**config.mk**
```make
export PLATFORM = sky130hd
export DESIGN_NAME = imem_loader_flat
export DESIGN_NICKNAME = d
export VERILOG_FILES = /design/src/rtl/imem_loader_pkg.sv /design/src/rtl/imem_loader_if.sv /design/src/rtl/imem_word_assembler.sv /design/src/rtl/imem_loader.sv /design/src/flat_wrapper.sv
export SDC_FILE = /design/constraint.sdc
export NUM_CORES = 1
export LEC_CHECK = 0
export BUFFER_PORTS_ARGS = -buffer_cell sky130_fd_sc_hd__buf_2
export CAP_MARGIN = 20
export CORE_MARGIN = 2
export CORE_UTILIZATION = 50
export CTS_CLUSTER_DIAMETER = 150
export DETAILED_ROUTE_END_ITERATION = 10
export PLACE_DENSITY = 0.7
export SYNTH_ARGS = -nofsm -noshare
export SYNTH_HDL_FRONTEND = slang
export SYNTH_SLANG_ARGS = --single-unit
```
**constraint.sdc**
```tcl
create_clock -name clk -period 2.4 [get_ports clk]
set_input_delay 0.24 -clock clk [delete_from_list [all_inputs] [get_ports clk]]
set_output_delay 0.24 -clock clk [all_outputs]
set_load 0.01 [all_outputs]
```
**src/rtl/imem_loader_pkg.sv**
```systemverilog
// imem_loader_pkg: state encodings and framing constants shared by the instruction-memory loader.
package imem_loader_pkg;
  localparam logic [2:0] WAIT_SYNC = 3'd0;
  localparam logic [2:0] LEN_LO    = 3'd1;
  localparam logic [2:0] LEN_HI    = 3'd2;
  localparam logic [2:0] DATA      = 3'd3;
  localparam logic [2:0] CHECK     = 3'd4;
  localparam logic [2:0] DONE      = 3'd5;
  localparam logic [2:0] ERROR     = 3'd6;
  localparam logic [7:0] SYNC_BYTE_DEF = 8'hA5;
  localparam int BYTE_W = 8;
  localparam int LANES  = 4;
  localparam int LANE_W = 2;
  localparam int WORD_W = BYTE_W * LANES;
endpackage

```
**src/rtl/imem_loader_if.sv**
```systemverilog
// imem_loader_if: byte-stream input and instruction-memory write port of the loader.
interface imem_loader_if #(parameter int ADDR_WIDTH = 8);
  import imem_loader_pkg::*;
  logic                  in_valid;
  logic [BYTE_W-1:0]     in_data;
  logic                  in_ready;
  logic                  imem_we;
  logic [ADDR_WIDTH-1:0] imem_addr;
  logic [WORD_W-1:0]     imem_wdata;
  modport master (output in_valid, in_data, input in_ready, imem_we, imem_addr, imem_wdata);
  modport slave  (input in_valid, in_data, output in_ready, imem_we, imem_addr, imem_wdata);
endinterface

```
**src/rtl/imem_word_assembler.sv**
```systemverilog
// imem_word_assembler: packs four bytes little-endian into a word, pulsing word_valid the cycle after the 4th.
module imem_word_assembler
  import imem_loader_pkg::*;
(
  input  logic              clk,
  input  logic              rst,
  input  logic              clr,
  input  logic              byte_valid,
  input  logic [BYTE_W-1:0] byte_in,
  output logic              word_end,
  output logic              word_valid,
  output logic [WORD_W-1:0] word
);
  logic [LANE_W-1:0] lane_q, lane_d;
  logic [WORD_W-1:0] shift_q, shift_d, word_q, word_d;
  logic              valid_q, valid_d;
  always_comb begin
    word_end = byte_valid && lane_q == LANE_W'(LANES - 1);
    shift_d  = clr ? '0 : byte_valid ? {byte_in, shift_q[WORD_W-1:BYTE_W]} : shift_q;
    lane_d   = clr ? '0 : byte_valid ? lane_q + 1'b1 : lane_q;
    valid_d  = word_end;
    word_d   = word_end ? shift_d : word_q;
  end
  always_ff @(posedge clk) begin
    if (rst) begin
      lane_q  <= '0;
      shift_q <= '0;
      word_q  <= '0;
      valid_q <= 1'b0;
    end else begin
      lane_q  <= lane_d;
      shift_q <= shift_d;
      word_q  <= word_d;
      valid_q <= valid_d;
    end
  end
  assign word_valid = valid_q;
  assign word       = word_q;
endmodule

```
**src/rtl/imem_loader.sv**
```systemverilog
// imem_loader: framed byte-stream boot loader writing the RV32I instruction memory and gating core reset.
module imem_loader
  import imem_loader_pkg::*;
#(
  parameter int         ADDR_WIDTH = 8,
  parameter logic [7:0] SYNC_BYTE  = SYNC_BYTE_DEF
) (
  input  logic         clk,
  input  logic         rst,
  imem_loader_if.slave bus,
  output logic         core_rst,
  output logic         load_done,
  output logic         load_err
);
  localparam logic [16:0] CAP = 17'd1 << ADDR_WIDTH;
  logic [2:0]            state_q, state_d;
  logic [7:0]            len_lo_q, len_lo_d, csum_q, csum_d;
  logic [15:0]           rem_q, rem_d, len;
  logic [ADDR_WIDTH-1:0] idx_q, idx_d, addr_q, addr_d;
  logic                  core_rst_q, core_rst_d, done_q, done_d, err_q, err_d;
  logic                  acc, data_acc, clr, word_end, word_valid;
  logic [WORD_W-1:0]     word;
  assign acc      = bus.in_valid && bus.in_ready;
  assign data_acc = acc && state_q == DATA;
  assign clr      = acc && bus.in_data == SYNC_BYTE &&
                    (state_q == WAIT_SYNC || state_q == DONE || state_q == ERROR);
  imem_word_assembler u_asm (
    .clk        (clk),
    .rst        (rst),
    .clr        (clr),
    .byte_valid (data_acc),
    .byte_in    (bus.in_data),
    .word_end   (word_end),
    .word_valid (word_valid),
    .word       (word)
  );
  always_comb begin
    len      = {bus.in_data, len_lo_q};
    state_d  = state_q;
    len_lo_d = len_lo_q;
    rem_d    = rem_q;
    idx_d    = idx_q;
    addr_d   = addr_q;
    csum_d   = csum_q;
    if (clr) begin
      state_d = LEN_LO;
      idx_d   = '0;
      csum_d  = '0;
    end else if (acc) begin
      case (state_q)
        LEN_LO: begin
          len_lo_d = bus.in_data;
          state_d  = LEN_HI;
        end
        LEN_HI: begin
          rem_d   = len;
          state_d = {1'b0, len} > CAP ? ERROR : len == 16'd0 ? CHECK : DATA;
        end
        DATA: begin
          csum_d = csum_q ^ bus.in_data;
          if (word_end) begin
            addr_d  = idx_q;
            idx_d   = idx_q + 1'b1;
            rem_d   = rem_q - 1'b1;
            state_d = rem_q == 16'd1 ? CHECK : DATA;
          end
        end
        CHECK:                   state_d = bus.in_data == csum_q ? DONE : ERROR;
        WAIT_SYNC, DONE, ERROR:  state_d = state_q;
        default:                 state_d = WAIT_SYNC;
      endcase
    end
    // status flags follow the state being entered so they stay registered
    core_rst_d = state_d != DONE;
    done_d     = state_d == DONE;
    err_d      = state_d == ERROR;
  end
  always_ff @(posedge clk) begin
    if (rst) begin
      state_q    <= WAIT_SYNC;
      len_lo_q   <= '0;
      csum_q     <= '0;
      rem_q      <= '0;
      idx_q      <= '0;
      addr_q     <= '0;
      core_rst_q <= 1'b1;
      done_q     <= 1'b0;
      err_q      <= 1'b0;
    end else begin
      state_q    <= state_d;
      len_lo_q   <= len_lo_d;
      csum_q     <= csum_d;
      rem_q      <= rem_d;
      idx_q      <= idx_d;
      addr_q     <= addr_d;
      core_rst_q <= core_rst_d;
      done_q     <= done_d;
      err_q      <= err_d;
    end
  end
  assign bus.in_ready   = !rst;
  assign bus.imem_we    = word_valid;
  assign bus.imem_wdata = word;
  assign bus.imem_addr  = addr_q;
  assign core_rst       = core_rst_q;
  assign load_done      = done_q;
  assign load_err       = err_q;
endmodule

```
**src/flat_wrapper.sv**
```systemverilog
// flat-port wrapper written by rule: the top's interface ports become plain ports
module imem_loader_flat import imem_loader_pkg::*;
#(
  parameter int         ADDR_WIDTH = 8,
  parameter logic [7:0] SYNC_BYTE  = SYNC_BYTE_DEF
)
  (clk, rst, core_rst, load_done, load_err, bus_in_valid, bus_in_data, bus_in_ready, bus_imem_we, bus_imem_addr, bus_imem_wdata);
  imem_loader_if #(.ADDR_WIDTH(ADDR_WIDTH)) bus_i ();
  input  logic clk;
  input  logic rst;
  output logic core_rst;
  output logic load_done;
  output logic load_err;
  input wire logic [$bits(bus_i.in_valid)-1:0] bus_in_valid;
  input wire logic [$bits(bus_i.in_data)-1:0] bus_in_data;
  output wire logic [$bits(bus_i.in_ready)-1:0] bus_in_ready;
  output wire logic [$bits(bus_i.imem_we)-1:0] bus_imem_we;
  output wire logic [$bits(bus_i.imem_addr)-1:0] bus_imem_addr;
  output wire logic [$bits(bus_i.imem_wdata)-1:0] bus_imem_wdata;
  assign bus_i.in_valid = bus_in_valid;
  assign bus_i.in_data = bus_in_data;
  assign bus_in_ready = bus_i.in_ready;
  assign bus_imem_we = bus_i.imem_we;
  assign bus_imem_addr = bus_i.imem_addr;
  assign bus_imem_wdata = bus_i.imem_wdata;
  imem_loader #(.ADDR_WIDTH(ADDR_WIDTH), .SYNC_BYTE(SYNC_BYTE)) u_core (.clk(clk), .rst(rst), .bus(bus_i), .core_rst(core_rst), .load_done(load_done), .load_err(load_err));
endmodule
```
-- Word-level counts from Yosys, hierarchy flattened
Cells that the tools add are included.
- register bits: 121
- bits of input ports: 11
- output and inout port bits: 45
- word-level logic and storage cells: 63
- add/sub/neg operators: 3
- order comparisons: 1
- eq/ne operators: 14
- mux-type cells: 12
- bitwise gates (word level): 2
- reduce and logical (&&, ||, !) cells: 18
- operators by type and width (cell ; number):
    $mux 32 ; 2
    $pmux 16 s2 ; 1
    $mux 3 ; 6
    $eq 16x1->1 const B ; 1
    $gt 16x9->1 const B ; 1
    $logic_not 16->1 ; 1
    $mux 16 ; 1
    $sub 16x1->16 const B ; 1
    $eq 3x3->1 const B ; 5
    $pmux 3 s5 ; 1
    $add 8x1->8 const B ; 1
    $eq 8x8->1 ; 1
    $eq 8x8->1 const B ; 1
    $reduce_and 4->1 ; 2
    $xor 8x8->8 ; 1
    $eq 3x2->1 const B ; 2
    $reduce_and 3->1 ; 2
    $logic_and 1x1->1 ; 5
    $eq 3x1->1 const B ; 1
    $logic_not 3->1 ; 1
    $ne 3x3->1 const B ; 1
    $reduce_or 3->1 ; 1
    $add 2x1->2 const B ; 1
    $eq 2x2->1 const B ; 1
    other kinds (8) ; 9

-- Longest topological paths before layout
Gate-level depths: netlist (run 1).
- depth after elaboration: 9
- depth in mapped cells: 9
- mapped depth without buffers: 8

-- By module
From an unflattened synthesis (run 1), not the netlist that was laid out.
- cell total of the unflattened synthesis: 583
- area total of the unflattened synthesis: 5313.8 µm²
- modules (own cells, without submodules) (module ; instances ; cells an instance ; area an instance (µm²) ; sequential area each (µm²)):
    imem_loader ; 1 ; 343 ; 2751.4 ; 1081.0
    imem_word_assembler ; 1 ; 240 ; 2562.5 ; 1181.1

-- Worst setup path after synthesis (run 1)
Ideal clock, no wire load.
- path type: flip-flop to flip-flop
- start: reg u_core.state_q[2]
- end: reg u_core.done_q, in the netlist u_core.load_done
- setup time: 0.059 ns
- arrival: 1.906 ns
- required time: 2.341 ns
- path slack: 0.434 ns
- stages on the path, launching flop included: 8
- path buffers: 1
- cell sequence: dfxtp_1 and3b_1 clkbuf_1 nand3_1 o31ai_1 or3b_1 a21boi_2 and3_1
- cells in the longest elaborated chain, start to end: 8
- elaborated cells between the ends (all ways): 18
- RTL lines (item ; line ; RTL):
    start: declaration ; imem_loader.sv:16 ; logic [2:0] state_q, state_d;
    start signal: assignment ; imem_loader.sv:90 ; state_q <= state_d;
    $eq 3x2->1 ; imem_loader.sv:24, imem_loader.sv:50 ;
    $logic_and 1x1->1 ; imem_loader.sv:24 ; assign data_acc = acc && state_q == DATA;
    $logic_and 1x1->1 ; imem_word_assembler.sv:18 ; word_end = byte_valid && lane_q == LANE_W'(LANES - 1);
    $mux 3 ; imem_loader.sv:61 ; if (word_end) begin
    $pmux 3 s5 ; imem_loader.sv:50 ; case (state_q)
    $mux 3 ; imem_loader.sv:49 ; end else if (acc) begin
    $mux 3 (*) ; imem_loader.sv:45 ; if (clr) begin
    $eq 3x3->1 (*) ; imem_loader.sv:75 ; done_d = state_d == DONE;
    end signal: assignment ; imem_loader.sv:97 ; done_q <= done_d;
    end: declaration ; imem_loader.sv:20 ; logic core_rst_q, core_rst_d, done_q, done_d, err_q, err_d;
Mark *: on every way between the ends. The rest lies on a longest branch, timed or not.
A chain may end at the register's enable or synchronous reset.

-- Worst setup path in the final report (run 1)
- start: reg u_core.rem_q[0]
- end: reg u_core.rem_q[6]
- cells in the longest elaborated chain, start to end: 3
- RTL lines (item ; line ; RTL):
    start: declaration ; imem_loader.sv:18 ; logic [15:0] rem_q, rem_d, len;
    start signal: assignment ; imem_loader.sv:93 ; rem_q <= rem_d;
    $sub 16x1->16 ; imem_loader.sv:64 ; rem_d = rem_q - 1'b1;
    $mux 16 ; imem_loader.sv:61 ;
    $pmux 16 s2 ; imem_loader.sv:50 ;
No other way between the ends. The select of a mux whose other input is x is not followed.

==> results of run 1 <==
## critical path: cells and delay by family, from the launching register on
kind	cells	cell delay, ps
adders and majority gates	1	200
DFF	1	350
and+or+nand+nor	4	1140
AOI/OAI and AO/OA	2	330
buffers and inverters	1	90
## where the power goes
| group | switching, mW | internal [mW] | leakage, nW |
|---|---|---|---|
| registers | 0.00332 | 1.88 | 0.910 |
| clock network | 0.926 | 1.52 | 0.280 |
| logic | 0.0972 | 0.0471 | 1.04 |
| total | 1.03 | 3.45 | 2.23 |
## synth_stat cells (2+ instances only)
cell type    n  share of area, %
nand3_1     12               1.3
dfxtp_1    113                48
ha_1         4               1.1
a22o_1       4              0.74
nor3_1      11               1.2
inv_2        2              0.16
nor2_1      49               3.9
a22oi_1      6              0.95
mux2i_1      2              0.42
nor4_1       7              0.93
nand4_1      3              0.40
xor2_1      22               4.1
a31o_2       3              0.56
or3b_1       2              0.37
clkbuf_1    37               2.9
nand2b_1     6              0.80
inv_1        4              0.32
o21ai_0     22               2.3
or3_1        3              0.40
a211oi_1     4              0.64
a21oi_1     81               8.6
o211ai_1     3              0.48
a31oi_1      3              0.40
buf_2        5              0.53
o32ai_1      3              0.56
xnor2_1      3              0.56
and3_1       5              0.66
o31ai_1      2              0.32
nand2_1    163                13
## placed cells by master, fill, tap and decap left out, drive strengths merged, types with 5 or more instances in the layout
| master | netlist | final |
|---|---|---|
| dfxtp | 113 | 113 |
| nand2b | 6 | 6 |
| a22oi | 6 | 6 |
| nor3 | 11 | 11 |
| and3 | 5 | 5 |
| nand3 | 12 | 12 |
| nor4 | 8 | 8 |
| a21oi | 81 | 81 |
| buf | 6 | 73 |
| xor2 | 22 | 22 |
| clkbuf | 37 | 18 |
| inv | 6 | 10 |
| o21ai | 22 | 22 |
| nor2 | 49 | 49 |
| nand2 | 163 | 163 |
| clkinv | 1 | 6 |
## kinds of logic after synthesis
kind of cell    count (synthesis)  share of synthesized area [%]
simple gates                  268                           24.3
xor+xnor                       25                           4.64
fa+ha+maj                       4                           1.06
mux                             3                          0.663
compound gates                140                           17.3
buf+inv                        50                           4.11
flops                         113                           47.9
## cell type report
type | instances | area (um^2)
well taps | 111 | 139
repair buffers | 73 | 423
multi-input cells | 440 | 2270
clock inverters | 14 | 156
flip-flops and latches | 113 | 2260
fillers | 831 | 3490
clock buffers | 18 | 428
inverters | 7 | 26.3
## routing by layer
layer	global-route usage (%)	wire length [um]	up-vias
met1	30.6	5070	2011
met2	38.4	5590	120
met4	9.46	201	0
li1	-	-	2142
met3	5.31	584	20
met5	0	0	-
## through the flow
stage	cell area, um^2	std cells
4_1_cts	5700	776
5_1_grt	5700	776
3_3_place_gp	5120	744
6_report	5700	776
3_5_place_dp	5120	744
2_1_floorplan	4720	603
## state kept, by name (all words and copies together) (netlist names)
signal / count
u_core.bus.imem_addr: 8
u_core.core_rst: 1
u_core.csum_q: 8
u_core.idx_q: 8
u_core.len_lo_q: 8
u_core.load_done: 1
u_core.load_err: 1
u_core.rem_q: 16
u_core.state_q: 3
u_core.u_asm.lane_q: 2
u_core.u_asm.shift_q: 24
u_core.u_asm.word: 32
u_core.u_asm.word_valid: 1
## worst min-delay path by stage
stage | start | to | cells after the start | slack, ps
floorplan | bus_in_data[1] | u_core.len_lo_q[1] | 2 | 350
global placement | u_core.bus.imem_addr[5] | u_core.bus.imem_addr[5] | 2 | 440
detailed placement | u_core.u_asm.shift_q[8] | u_core.u_asm.word[0] | 2 | 440
CTS | bus_in_data[6] | u_core.len_lo_q[6] | 3 | 40
global route | bus_in_data[1] | u_core.u_asm.word[25] | 3 | 60
finish | bus_in_data[6] | u_core.u_asm.word[30] | 3 | 50
==> metrics, run 1 <==
critical path fanouts, max 6; FF+latch count, synth 113; clk slew on worst S/H paths 60 ps; r2r endpoint u_core.rem_q[6]; DP Wirelength 7.59 mm; Synth-to-Final Area Change 20.8%; Worst setup endpoint u_core.rem_q[6]; routed vias 4,293; Die W 101 um; Detailed Route WL 11.4 mm; Die Area 10,200 um^2; P per Cell Area 785 nW/um^2; Layout Utilization 62.0%; Pwr Total 4.47 mW; antenna violations before repair 0; final setup vio count 0; Clock Path Buffers 2; Initial Utilization 51.3%; number of global-route vias before repair 4,002; Startpoint Class register; Post-Synthesis Cells 603; slowest stage delay, CP 430 ps; R2R depth 8; Clock Skew 10.8 ps; Num CTS Buffers 17; root buf cell clkbuf_8; max_slew headroom 45.3%; Synth async-reset ratio 0%; CP dominant cell by count nor2_1; worst setup margin 237 ps; post-CTS sizing 0; status completed; Critical Path Sink Type register; CTS Hold Bufs 0; Clock Sinks 113; Syn Nets 618; GRT Overall Usage 23.6%; maximum vdd drop 0.689 mV; post-synthesis cell area 4720 um^2; Setup WS pre-CTS 229 ps; gr ovfl total 0; Leakage 2.23 nW; Fmax 462 MHz; Post-CTS Repair Setup Buffers 0; minimum clock period 2160 ps; initial drt markers 225; DRC viols 0; measured slew at the worst slew-check pin 818 ps; total negative slack 0 ps; Mean Syn Cell Area 7.82 um^2; FF-to-FF Start u_core.rem_q[0]; port buffer count 55; DRT Pass-1 Iters 5; die height 101 um; Inserted Diodes 0; Skew-Pair Late Insertion Delay 500 ps; layout cells sized above 1 17.3%; RSZ-0062 raised after global routing false; antenna viol nets, final 0; Tcrit/Tclk final 90.1%; Worst EP arrival 2600 ps; Yosys cell types 48; H-tree depth 4; FF-to-FF setup slack 240 ps; Most used DFF post-synth dfxtp_1; nets@finish 667; sequential area share after synthesis 47.9%; Worst Path Class, Setup register to register; first-pass GRT wire length 19.1 mm; Slowest-stage cell, CP or3_1; max cap viols 0; row cnt 35; Worst Hold Class input port to register; cells along the critical path inv_1 -> ha_1 -> or3b_1 -> or3_1 -> nor2_1 -> a22oi_1 -> o22a_1 -> nor2_1; Req. time, crit path 2840 ps; Placer Congestion 0.876; Post-synth EDFFs 0; CP startpoint u_core.rem_q[0]; DR vias/cell 5.53; final-report hold violation count 0; clock tree from TritonCTS done; wire length per cell 14.8 um; Slew Limit Fails 0; worst hold margin 52.8 ps; largest net degree at the start of global routing 59; Ys Warns 0; # IOs 56; core box area 9200 um^2
(Power assumes the default switching activity.)
==> run 2, diff against run 1 <==
Settings changed: ABC_AREA set to 1, PLACE_DENSITY 0.7 to 0.69.
==> run 2 against run 1 <==
  * Sequential power up 7%
  * Synthesized area up 14%
  * Flip-flop and latch count up 8
  * Cell count up 22%
  * Routed wire length up 9.1%
  * Synthesized cell count up 25%
  * Fmax up 2.3%
  * Cell area up 10%
==> metrics, run 2 <==
internal power 3.43 mW (was 3.45 mW); row cnt 37 (was 35); Ys Warns 0 (unchanged); routed vias 4,761 (was 4,293); Tcrit/Tclk final 88.1% (was 90.1%); RSZ-0062 raised after global routing false (unchanged); minimum clock period 2120 ps (was 2160 ps); Final Non-Filler Cells 949 (was 776); slowest stage delay, CP 380 ps (was 430 ps); Post-Synthesis Cells 752 (was 603); clock tree from TritonCTS done (unchanged); Worst path top cell family by delay simple AND/OR/NAND/NOR gates (unchanged); P per Cell Area 716 nW/um^2 (was 785 nW/um^2); Switching Share 23.8% (was 22.9%); Syn Nets 767 (was 618); layout cells sized above 1 16.6% (was 17.3%); GRT Max-Usage Layer met2 (unchanged); Die W 108 um (was 101 um); post-route design area 6290 um^2 (was 5700 um^2); antenna violations before repair 0 (unchanged); Leakage 2.67 nW (was 2.23 nW); critical path fanouts, max 16 (was 6); Req. time, crit path 2790 ps (was 2840 ps); Initial Utilization 51.8% (was 51.3%); Detailed Route WL 12.5 mm (was 11.4 mm); antenna viol nets, final 0 (unchanged); storage element area 2420 um^2 (was 2260 um^2); port buffer count 55 (unchanged); Clock Skew 8.50 ps (was 10.8 ps); CTS Hold Bufs 0 (unchanged); GR Util met1 28.5% (was 30.6%); cells along the critical path inv_2 -> nand3_2 -> nor2_4 -> nand2_2 -> nand2_1 -> nand2_2 -> inv_2 -> o21ai_0 -> o21ai_1 -> a21oi_1 (was inv_1 -> ha_1 -> or3b_1 -> or3_1 -> nor2_1 -> a22oi_1 -> o22a_1 -> nor2_1); post-synthesis cell area 5370 um^2 (was 4720 um^2); sequential area share after synthesis 45.1% (was 47.9%); # IOs 56 (unchanged); Clk pwr share 51.6% (was 54.7%); wire length per cell 13.2 um (was 14.8 um); met3 usage 5.87% (was 5.31%); CP Buf/Inv Count 2 (was 1); Skew-Pair Late Insertion Delay 530 ps (was 500 ps); Startpoint Class register (unchanged); Clock Sinks 121 (was 113); DR vias/cell 5.02 (was 5.53); Worst Hold Class input port to register (unchanged); nets@finish 815 (was 667); Inserted Diodes 0 (unchanged); Most used DFF post-synth dfxtp_1 (unchanged); Filler Cell Count 955 (was 831); Comb power frac 3.5% (was 3.2%); maximum vdd drop 0.488 mV (was 0.689 mV); DP Wirelength 8.49 mm (was 7.59 mm); Placer Congestion 0.879 (was 0.876); core box area 10,400 um^2 (was 9200 um^2); status completed (unchanged); Yosys cell types 37 (was 48); Synth top area share 45.1% (was 47.9%); FF+latch count, synth 121 (was 113); met2 global-route usage 38.2% (was 38.4%); DRT Pass-1 Iters 5 (unchanged); final setup vio count 0 (unchanged); die height 108 um (was 101 um); Multi-input gate area 2510 um^2 (was 2270 um^2); initial drt markers 266 (was 225); Die Area 11,600 um^2 (was 10,200 um^2); Slew Limit Fails 0 (unchanged); GRT Overall Usage 23.1% (was 23.6%); root buf cell clkbuf_8 (unchanged); Synth top cells by count nand2_1, dfxtp_1, nor2_1 (was nand2_1, dfxtp_1, a21oi_1); gr ovfl total 0 (unchanged); Num CTS Buffers 17 (unchanged); largest net degree at the start of global routing 51 (was 59); measured slew at the worst slew-check pin 541 ps (was 818 ps); first-pass GRT wire length 21.0 mm (was 19.1 mm); DRC viols 0 (unchanged); Synth async-reset ratio 0% (unchanged); Psw 1.07 mW (was 1.03 mW); Critical Path Sink Type register (unchanged); total negative slack 0 ps (unchanged); H-tree depth 4 (unchanged); number of global-route vias before repair 4,505 (was 4,002); cell with the most instances after synthesis nand2_1 (unchanged); Worst Path Class, Setup register to register (unchanged); max cap viols 0 (unchanged); most frequent cells in the layout nand2_1, dfxtp_1, nor2_1 (was nand2_1, dfxtp_1, a21oi_1); clk slew on worst S/H paths 60 ps (about the same); Mean Syn Cell Area 7.14 um^2 (was 7.82 um^2); final-report hold violation count 0 (unchanged); Synth-to-Final Area Change 17.0% (was 20.8%); Clock Path Buffers 2 (unchanged); Placed Instances 917 (was 744); max_slew headroom 63.9% (was 45.3%); Sequential Power Share 44.9% (was 42.1%); top post-synthesis cells by area dfxtp_1, nand2_1, nor2_1 (was dfxtp_1, nand2_1, a21oi_1); Slowest-stage cell, CP dfxtp_1 (was or3_1); Post-Place Cell Area 5740 um^2 (was 5120 um^2); Worst EP arrival 2500 ps (was 2600 ps); Fmax 473 MHz (was 462 MHz); area leader, netlist dfxtp_1 (unchanged); post-CTS sizing 0 (unchanged); Post-CTS Repair Setup Buffers 0 (unchanged); Post-synth EDFFs 0 (unchanged); most common cell after layout, fill and taps aside nand2_1 (unchanged)
==> run 2: changes by cell type in the layout (fill, tap and decap cells not counted), sizes merged, moves of 9 or more <==
cell   before  now
o21ai      22   43
or2         0   25
a21oi      81   72
inv        10   78
nand3      12   21
o21a        1   25
xor2       22    5
nor2       49  119
==> run 2: kinds of logic (layout without fill, tap and decap cells) <==
logic type                 after synthesis  in the layout  share of synthesized area [%]
adders and majority gates                4              4                          0.932
buffers and inverters                  112            173                           8.15
DFF                                    121            121                           45.1
AOI/OAI and AO/OA                      149            149                           15.4
xor gates and xnor gates                15             15                           2.45
and+or+nand+nor                        351            351                           28.0
==> run 2: power by group through the flow <==
stage                     registers [mW]  clock network [mW]  logic (mW)
after global placement              2.07                   0       0.154
after global routing                2.02                2.45       0.177
after CTS                           2.02                2.36       0.157
after detailed placement            2.07                   0       0.155
final                               2.02                2.33       0.158
after floorplan                     2.06                   0       0.111
==> run 2: path summary, 6_finish.rpt <==
check,start,end,slack [ps],depth (start not counted)
worst max-delay path,u_core.state_q[2],u_core.rem_q[12],280,10
worst min-delay path,bus_in_data[6],u_core.len_lo_q[6],40,3
worst max register to register,u_core.state_q[2],u_core.rem_q[12],280,10
worst min register to register,u_core.u_asm.word[19],u_core.u_asm.word[19],460,2
==> run 2: routing by layer <==
layer  wire length [um]  vias to the layer above
met5                  0                        -
met4                249                        0
met3                461                       21
met2               6120                       87
met1               5660                     2180
li1                   -                     2473
==> run 2: layout make-up <==
class | instances | area share [%]
repair buffers | 65 | 5.57
clock buffers | 18 | 6.65
well taps | 136 | 2.71
inverters | 76 | 4.58
clock inverters | 14 | 2.01
multi-input cells | 519 | 40.0
flip-flops and latches | 121 | 38.5
==> run 2: worst reg2reg max path, cell delays in order, from the launching register on <==
cell	delay (ps)
dfxtp_1	380
inv_2	130
nand3_2	100
nor2_4	110
nand2_2	210
nand2_1	140
nand2_2	200
inv_2	280
o21ai_0	190
o21ai_1	160
a21oi_1	80
==> run 2: metrics by stage <==
step	hold slack [ps]	util [%]	power (mW)	setup WS [ps]
6_report	43.8	60.6	4.50	285
5_1_grt	28.2	60.6	4.65	22.9
2_1_floorplan	351	-	2.17	808
4_1_cts	24.9	60.6	4.54	292
3_3_place_gp	452	55.4	2.22	356
3_5_place_dp	457	55.4	2.22	313
==> run 3, diff against run 2 <==
==> constraint.sdc (replaced) <==
create_clock -name clk -period 2.4 [get_ports clk]
set_input_delay 0 -clock clk [delete_from_list [all_inputs] [get_ports clk]]
set_output_delay 0 -clock clk [all_outputs]
set_load 0.01 [all_outputs]
==> run 3 against run 2 <==
  * Largest power group unchanged
  * Flip-flop and latch count did not move
  * Clock power rose by 9.4%
  * Critical path depth fell by 3
  * Largest cell class unchanged
  * Power rose by 5.4%
  * Critical path type unchanged
==> metrics, run 3 (same netlist as run 2, synthesis figures left out) <==
status completed (unchanged); most common cell after layout, fill and taps aside nand2_1 (unchanged); Worst setup endpoint u_core.len_lo_q[2] (was u_core.rem_q[12]); Sequential Power Share 42.6% (was 44.9%); internal power 3.68 mW (was 3.43 mW); die height 108 um (unchanged); Clk pwr share 53.8% (was 51.6%); R2R depth 7 (was 10); wire length per cell 13.7 um (was 13.2 um); RSZ-0062 raised after global routing false (unchanged); DRC viols 0 (unchanged); P per Cell Area 731 nW/um^2 (was 716 nW/um^2); clk slew on worst S/H paths 60 ps (about the same); core box area 10,400 um^2 (unchanged); Synth-to-Final Area Change 20.9% (was 17.0%); Tcrit/Tclk final 90.3% (was 88.1%); Initial Utilization 51.8% (unchanged); Die W 108 um (unchanged); first-pass GRT wire length 22.0 mm (was 21.0 mm); CP startpoint u_core.state_q[0] (was u_core.state_q[2]); initial drt markers 300 (was 266); critical path fanouts, max 14 (was 16); number of global-route vias before repair 4,703 (was 4,505); FF-to-FF setup slack 230 ps (was 280 ps); Placer Congestion 0.845 (was 0.879); Critical Path Sink Type register (unchanged); Switching Share 22.5% (was 23.8%); most frequent cells in the layout nand2_1, dfxtp_1, nor2_1 (unchanged); Slew Limit Fails 0 (unchanged); Comb power frac 3.6% (was 3.5%); Clock Sinks 121 (unchanged); routed vias 4,947 (was 4,761); maximum vdd drop 0.499 mV (was 0.488 mV); DP Wirelength 8.79 mm (was 8.49 mm); # IOs 56 (unchanged); antenna viol nets, final 0 (unchanged); FF-to-FF Start u_core.state_q[0] (was u_core.state_q[2]); nets@finish 830 (was 815); clock tree from TritonCTS done (unchanged); Pwr Total 4.75 mW (was 4.50 mW); Detailed Route WL 13.2 mm (was 12.5 mm); final-report hold violation count 0 (unchanged); total negative slack 0 ps (unchanged); max_slew headroom 61.9% (was 63.9%); row cnt 37 (unchanged); Num CTS Buffers 17 (unchanged); root buf cell clkbuf_8 (unchanged); Worst Path Class, Setup register to register (unchanged); Worst Hold Class input port to register (unchanged); minimum clock period 2170 ps (was 2120 ps); max cap viols 0 (unchanged); largest net degree at the start of global routing 51 (unchanged); Worst EP arrival 2630 ps (was 2500 ps); DR vias/cell 5.14 (was 5.02); Inserted Diodes 0 (unchanged); Clock Skew 9.66 ps (was 8.50 ps); Req. time, crit path 2860 ps (was 2790 ps); GRT Overall Usage 24.4% (was 23.1%); antenna violations before repair 0 (unchanged); Die Area 11,600 um^2 (unchanged); gr ovfl total 0 (unchanged); DRT Pass-1 Iters 5 (unchanged); Psw 1.07 mW (about the same); Leakage 2.77 nW (was 2.67 nW); r2r endpoint u_core.len_lo_q[2] (was u_core.rem_q[12]); final setup vio count 0 (unchanged); measured slew at the worst slew-check pin 572 ps (was 541 ps); Startpoint Class register (unchanged); port buffer count 55 (unchanged); Post-CTS Repair Setup Buffers 0 (unchanged); Fmax 461 MHz (was 473 MHz); Clock Path Buffers 2 (unchanged); H-tree depth 4 (unchanged); Skew-Pair Late Insertion Delay 530 ps (about the same); layout cells sized above 1 16.2% (was 16.6%)
## run 3: changes by cell type in the layout (fill, tap and decap cells not counted), sizes merged
| cell | before | now |
|---|---|---|
| bufinv | 1 | 3 |
| clkinv | 6 | 2 |
| buf | 65 | 64 |
| clkinvlp | 5 | 6 |
| dlygate4sd3 | 0 | 16 |
## run 3: worst min-delay path by stage
stage / from / slack, ps / to / cells past startpoint
finish: rst / 420 / u_core.rem_q[14] / 5
CTS: rst / 400 / u_core.rem_q[14] / 5
floorplan: bus_in_data[6] / 110 / u_core.len_lo_q[6] / 2
global route: rst / 460 / u_core.bus.imem_addr[7] / 5
global placement: bus_in_data[6] / 340 / u_core.len_lo_q[6] / 3
detailed placement: bus_in_data[6] / 350 / u_core.len_lo_q[6] / 3
## run 3: timing repair
| item | CTS | global route |
|---|---|---|
| gates resized for setup | 0 | 0 |
| hold endpoints to repair | 37 | 0 |
| hold buffers | 16 | 0 |
## run 3: area by class of cell
cell class,instances,area [um^2]
Fill cell,963,3880
Multi-Input combinational cell,519,2510
Sequential cell,121,2420
Timing Repair Buffer,80,503
Clock buffer,18,428
Inverter,76,288
Clock inverter,13,170
Tap cell,136,170
## run 3: power by group through the flow
stage	clock [mW]	combinational [mW]	sequential, mW
2_1_floorplan	0	0.111	2.06
3_3_place_gp	0	0.155	2.07
3_5_place_dp	0	0.156	2.07
4_1_cts	2.59	0.170	2.02
5_1_grt	2.67	0.193	2.02
6_report	2.55	0.171	2.02
## run 3: routing by layer
layer	part of all wire (%)	GRT usage [%]	vias to the layer above
met2	51	42.4	109
met1	43	28.4	2302
li1	-	-	2512
met5	0	0	-
met4	2.0	9.43	0
met3	4.0	6.60	24
## run 3: per-stage QoR
| stage | hold slack (ps) | util [%] | setup slack (ps) | instance area, um^2 | cells |
|---|---|---|---|---|---|
| 2_1_floorplan | 111 | - | 808 | 5370 | 752 |
| 3_3_place_gp | 342 | 55.3 | 579 | 5740 | 916 |
| 3_5_place_dp | 352 | 55.3 | 537 | 5740 | 916 |
| 4_1_cts | 401 | 62.6 | 258 | 6490 | 963 |
| 5_1_grt | 459 | 62.6 | 60.3 | 6490 | 963 |
| 6_report | 420 | 62.6 | 233 | 6490 | 963 |
## run 3: worst max-delay path, stage by stage (launching register included)
cell           delay (ps)
dfxtp_1               450
inv_1                 100
nor3_1                270
nand2_1               320
inv_1                 170
o21ai_0                90
a21oi_1               140
dlygate4sd3_1         570
